===== src/rtl/mips_alu.sv =====
// MIPS-style 32-bit ALU. The result is computed combinationally from ALUctl/A/B
// and registered into ALUOut on every rising edge. Zero is decoded from the registered result.
module mips_alu (
  input  logic        clk,
  input  logic        reset,
  input  logic [3:0]  ALUctl,
  input  logic [31:0] A,
  input  logic [31:0] B,
  output logic [31:0] ALUOut,
  output logic        Zero
);

  localparam logic [3:0] OP_AND = 4'h0;
  localparam logic [3:0] OP_OR  = 4'h1;
  localparam logic [3:0] OP_ADD = 4'h2;
  localparam logic [3:0] OP_SUB = 4'h6;
  localparam logic [3:0] OP_SLT = 4'h7;
  localparam logic [3:0] OP_NOR = 4'hC;

  logic [31:0] alu_d;
  logic [31:0] alu_q;
  logic        slt_lt;

  // Signed compare uses the true sign, not bit 31 of a wrapped difference.
  assign slt_lt = ($signed(A) < $signed(B));

  always_comb begin
    alu_d = 32'h0;
    case (ALUctl)
      OP_AND:  alu_d = A & B;
      OP_OR:   alu_d = A | B;
      OP_ADD:  alu_d = A + B;
      OP_SUB:  alu_d = A - B;
      OP_SLT:  alu_d = {31'h0, slt_lt};
      OP_NOR:  alu_d = ~(A | B);
      default: alu_d = 32'h0;
    endcase
  end

  always_ff @(posedge clk or posedge reset) begin
    if (reset) begin
      alu_q <= 32'h0;
    end else begin
      alu_q <= alu_d;
    end
  end

  assign ALUOut = alu_q;
  assign Zero   = (alu_q == 32'h0);

endmodule


===== config.mk =====
export PLATFORM = sky130hd
export DESIGN_NAME = mips_alu
export DESIGN_NICKNAME = d
export VERILOG_FILES = /design/src/rtl/mips_alu.sv
export SDC_FILE = /design/constraint.sdc
export NUM_CORES = 1
export LEC_CHECK = 0
export ABC_AREA = 1
export CAP_MARGIN = 0
export CORE_ASPECT_RATIO = 0.7
export CORE_MARGIN = 3
export CORE_UTILIZATION = 58
export DETAILED_ROUTE_END_ITERATION = 8
export PLACE_DENSITY = 0.8
export SYNTH_ARGS = -nofsm -noshare
export SYNTH_HDL_FRONTEND = slang
export SYNTH_SLANG_ARGS = --single-unit

===== constraint.sdc =====
create_clock -name clk -period 1.32 [get_ports clk]
set_input_delay 0.264 -clock clk [delete_from_list [all_inputs] [get_ports clk]]
set_output_delay 0.264 -clock clk [all_outputs]
set_load 0.05 [all_outputs]

==> impl_summary.md, run 1 <==
Status
The run stopped with a tool error. The step where the flow halted is 4_1_cts. The tool reported: "[ERROR DPL-0038] Utilization greater than 100%, impossible to legalize".

Clock tree
The clock tree synthesis step divided the H-tree into 2 levels. Gates resized during post-CTS repair numbered 1,154. The buffers inserted during post-CTS setup optimization is 145. The total number of clock tree sinks is 32. The tree is rooted in a sky130_fd_sc_hd__clkbuf_16. Hold repair after CTS inserted 0 buffers.

The number of buffers added by the clock tree synthesis step is 5. The largest buffer count on any clock path is 2.

Synth
The Yosys step of the flow raised 0 warnings. Synthesis produced a netlist with a net count of 1,497. After synthesis the netlist holds a flip-flop and latch count of 32. The biggest area contributor in the post-synthesis netlist is sky130_fd_sc_hd__nand2_1.

By instance count, the leading cell after synthesis is sky130_fd_sc_hd__nand2_1. The cell count after synthesis is 1,323. Yosys mapped a number of flops with a built-in enable equal to 0. The most instantiated flip-flop cell in the synthesis netlist is sky130_fd_sc_hd__dfrtp_1. A synthesized cell averages 5.53 µm². The post-synth design cell area is 7310 µm².

Counting distinct cell types in the post-synthesis netlist gives 40. The area share of the leading cell type in the synthesized netlist is 21.5%. Summing the sequential cell areas from Yosys gives 10.9% of the chip area.

By area the synthesized netlist is led by sky130_fd_sc_hd__nand2_1 21%, sky130_fd_sc_hd__ha_1 17%, sky130_fd_sc_hd__inv_1 15%, sky130_fd_sc_hd__dfrtp_1 11%, sky130_fd_sc_hd__nand3_1 8.8%. By count the netlist is led by 418 x sky130_fd_sc_hd__nand2_1, 285 x sky130_fd_sc_hd__inv_1, 129 x sky130_fd_sc_hd__nand3_1, 128 x sky130_fd_sc_hd__nor2_1, 102 x sky130_fd_sc_hd__ha_1. After synthesis, the share of flip-flops with an asynchronous set or reset is 100%.

Die
Row generation in the floorplan step produced 33 rows. Once the floorplan was initialized, standard cells occupied 60.9% of the core. Pin placement for this block handled 103 I/O pins. The floorplan step set the die height to 100 µm.

The width of the die is 140 µm.

Place
In this run, placement finished with an instance count of 1,828. In this run the tool buffered the top-level ports with 102 buffer cells. Routability-driven placement finished with a final weighted congestion of 1.14.

The area of placed instances is 11,500 µm². Detailed placement ended at an HPWL of 32.7 mm.
## logic make-up after synthesis
family	Yosys count	synth area share, %
xor gates and xnor gates	4	0.479
AOI/OAI and AO/OA	122	10.7
and+or+nand+nor	735	42.5
adders and majority gates	104	18.0
DFF	32	10.9
buffers and inverters	326	17.4
## metrics by stage
step	util, %	setup TNS [ps]	setup WS [ps]
3_3_place_gp	95.8	-33080	-1190
3_5_place_dp	95.8	-39020	-1380
2_1_floorplan	-	-6990	-353
==> run 2: changes to the inputs <==
CORE_ASPECT_RATIO = default   (was 0.7)
CORE_UTILIZATION = 40   (was 58)
PLACE_DENSITY = default   (was 0.8)
PLACE_DENSITY_LB_ADDON = 0.15   (was default)
==> impl_summary.md, run 2 <==
Place
The minimum setup slack after placement is -1270 ps (+110 ps). The HPWL after detailed placement is 26.3 mm (-20%). The count of buffers from port buffering is 102 (unchanged). The area of placed instances is 11,700 µm² (+1.9%). The placer's final routability congestion estimate is 0.950 (-17%). The number of cells after detailed placement came to 1,915 (+4.8%).

Timing
Setup violations remaining at the end of the flow were counted as 43. For the pin with the worst max-slew slack, the measured transition is 987 ps. For the final routed database, the setup TNS stands at -15,340 ps.

On the final layout, the worst hold slack is 322 ps. Of the available clock period, the critical path in the final layout requires 159%. Across all setup checks in the final design, the least slack found is -778 ps.

Setup repair after global routing could not meet its margin everywhere. The maximum frequency from static timing analysis is 477 MHz. The number of pins with negative max-slew slack in the final report is 0.

Subtracting the final worst setup slack from the clock period gives 2100 ps. The number of failing hold endpoints at the final stage is 0. The normalized max-slew margin is 34.2%.

Routing
The count of nets left with antenna violations after detail routing is 0. In the routed layout, each cell is associated on average with a via count of 6.29. In the final routed layout, each cell accounts on average for 25.4 µm.

The total wire length is 51.6 mm. The total DRC errors in the routed layout is 49. The number of detailed-route iterations in the first pass is 9. The DRC violation total after the first TritonRoute iteration is 1,691. The total via count after detailed routing is 12,800.

Worst setup path
Traced cell by cell, the critical path runs through nor4_2 -> buf_4 -> nand4_1 -> nor2_4 -> buf_12. The data required time of the worst path is 1060 ps. The termination of the worst setup path is Zero. On the worst path, the slowest cell contributes a delay of 430 ps. Along the worst path, the maximum fanout reaches 2. The setup path with the least slack is of type reg -> out. The worst setup path is captured at a primary output. The worst setup path is launched from a flop. The library cell contributing the largest single delay on the critical path is sky130_fd_sc_hd__dfrtp_1.

The arrival time at the worst endpoint is 1830 ps. Tracing the worst setup path back leads to its startpoint at ALUOut[1]$_DFF_PP0_.

Synth
The most instantiated flip-flop cell in the synthesis netlist is sky130_fd_sc_hd__dfrtp_1. The number of synthesized flops with an enable pin is 0 (unchanged). Sorting the synthesized cells by how often they occur yields 418 x sky130_fd_sc_hd__nand2_1, 285 x sky130_fd_sc_hd__inv_1, 129 x sky130_fd_sc_hd__nand3_1, 128 x sky130_fd_sc_hd__nor2_1, 102 x sky130_fd_sc_hd__ha_1. The net count of the mapped netlist is 1,497 (unchanged). The number of synthesized register bits was 32 (unchanged). The cell count after synthesis is 1,323 (unchanged). The synthesized area per cell is 5.53 µm² (unchanged).

The post-synthesis sequential area ratio is 10.9% (unchanged). Summed over all instances, the cell type with the most area after synthesis is sky130_fd_sc_hd__nand2_1. The number of warnings issued by yosys is 0 (unchanged). Ranked by total cell area, the synthesized netlist is headed by sky130_fd_sc_hd__nand2_1 21%, sky130_fd_sc_hd__ha_1 17%, sky130_fd_sc_hd__inv_1 15%, sky130_fd_sc_hd__dfrtp_1 11%, sky130_fd_sc_hd__nand3_1 8.8%. The post-synth design cell area is 7310 µm² (unchanged).

The fraction of registers with async set/reset is 100% (unchanged). The dominant cell by count in the synthesized netlist is sky130_fd_sc_hd__nand2_1. The count of distinct cell types in the synthesized netlist is 40 (unchanged). The area share of the leading cell type in the synthesized netlist is 21.5% (unchanged).

Power and ir drop
Summed over all cells, the static leakage comes to 8.48 nW. The peak supply drop is 0.596 mV. The completed layout was analyzed and its total power is 10.3 mW.

The power density of the placed cells is 644 nW/µm².

Clock tree
The clock-pin transition on the worst setup and hold timing paths is 90 ps. The number of buffers added by the clock tree synthesis step is 5 (unchanged). The number of H-tree levels is 2 (unchanged). The largest buffer count on any clock path was 2 (unchanged). The total number of clock tree sinks is 32 (unchanged). The TritonCTS clock tree is done. The tree is rooted in a sky130_fd_sc_hd__clkbuf_16.

Status
The checks that failed: DRC, setup timing. The flow ran to the end, but the final reports show violations.

Layout
The leading cell type in the layout, fill and taps excluded is sky130_fd_sc_hd__buf_4. The cell area after layout is 16,000 µm². The fraction of layout cells with a size suffix above 1 is 65.4%. The fraction of the core area covered by cells at the end of the flow is 91.1%. The growth of design area from synthesis to finish is 119%. The non-filler instance count after layout is 2,035.

The count of nets after finishing is 1,984. Counting the fill cells in the layout gives 710. The count of antenna diodes in the layout is 0.

The flip-flop count of the largest register after layout is 32. In the layout the commonest cells are 306 x sky130_fd_sc_hd__buf_4, 201 x sky130_fd_sc_hd__nand2_1, 153 x sky130_fd_sc_hd__inv_1.

Die
The width of the die is 141 µm (+0.71%). The number of ports placed on the die boundary is 103 (unchanged). The number of rows created at floorplan is 48 (+45%). The overall die height is 141 µm (+41%). The die covers 19,900 µm². The initial cell density of the core is 41.6% (-19 points). The region available for standard cell placement spans 17,600 µm².

Global routing
The first-pass GRT wire length is 57.5 mm. The global-route congestion overflow total is 0. Global routing consumed, over all layers together, 36.4% of the routing resources. The number of antenna violations at the first check in global routing came to 1. The via count of the first global-routing pass was 11,300. Entering global routing, the biggest net connects 33 pins.

Run
Across the run, the number of max-cap violations was 0.

Min path
The worst hold path belongs to the class in -> async.
==> run 2: layout make-up <==
type	instances	area, µm²	share of cell area, %
Clock buffer	7	153	0.953
Inverter	289	1200	7.47
Multi-Input combinational cell	965	8470	52.9
Sequential cell	32	803	5.01
Tap cell	225	282	1.76
Timing Repair Buffer	517	5120	31.9
==> run 2: how the worst min path moves through the flow <==
stage | to | slack (ps) | cells after the start
finish | ALUOut[1]$_DFF_PP0_ | 320 | 3
global route | ALUOut[1]$_DFF_PP0_ | 350 | 3
CTS | ALUOut[0]$_DFF_PP0_ | 330 | 3
detailed placement | ALUOut[24]$_DFF_PP0_ | 650 | 3
global placement | ALUOut[25]$_DFF_PP0_ | 650 | 3
floorplan | ALUOut[0]$_DFF_PP0_ | 380 | 1
==> run 2: critical path, delay by kind of cell, from the launching register on <==
family                 cells  cell delay (ps)
buffers and inverters      2              300
flip-flops                 1              430
AND/OR/NAND/NOR            3              760
==> run 2: cells by family (layout without fill, tap and decap cells) <==
logic type,count (synthesis),after routing,share of synthesized area [%]
and+or+nand+nor,735,735,42.5
adders and majority gates,104,104,18.0
buffers and inverters,326,813,17.4
AOI/OAI and AO/OA,122,122,10.7
DFF,32,32,10.9
xor gates and xnor gates,4,4,0.479
==> run 2: per-layer routing <==
layer / GRT usage [%] / routed length [µm] / up-vias
met5: 0 / 34 / -
met4: 17.7 / 5710 / 2
met3: 7.50 / 7100 / 602
met2: 61.2 / 22100 / 1304
met1: 44.1 / 16600 / 5785
li1: - / - / 5100
==> run 2: repair_timing <==
item / CTS / global route
hold buffers: 0 / 0
setup endpoints to repair: 35 / 36
endpoints found under the hold margin: 0 / 0
pin swaps: 278 / 197
gates resized for setup: 914 / 291
buffers inserted: 87 / 40
==> run 2: where the power goes <==
group | internal (mW) | switching [mW] | total (mW)
registers | 1.06 | 0.0919 | 1.15
logic | 3.32 | 4.38 | 7.70
clock network | 0.798 | 0.657 | 1.45
total | 5.18 | 5.13 | 10.3
Note: power is estimated with default switching activity, not from simulation.
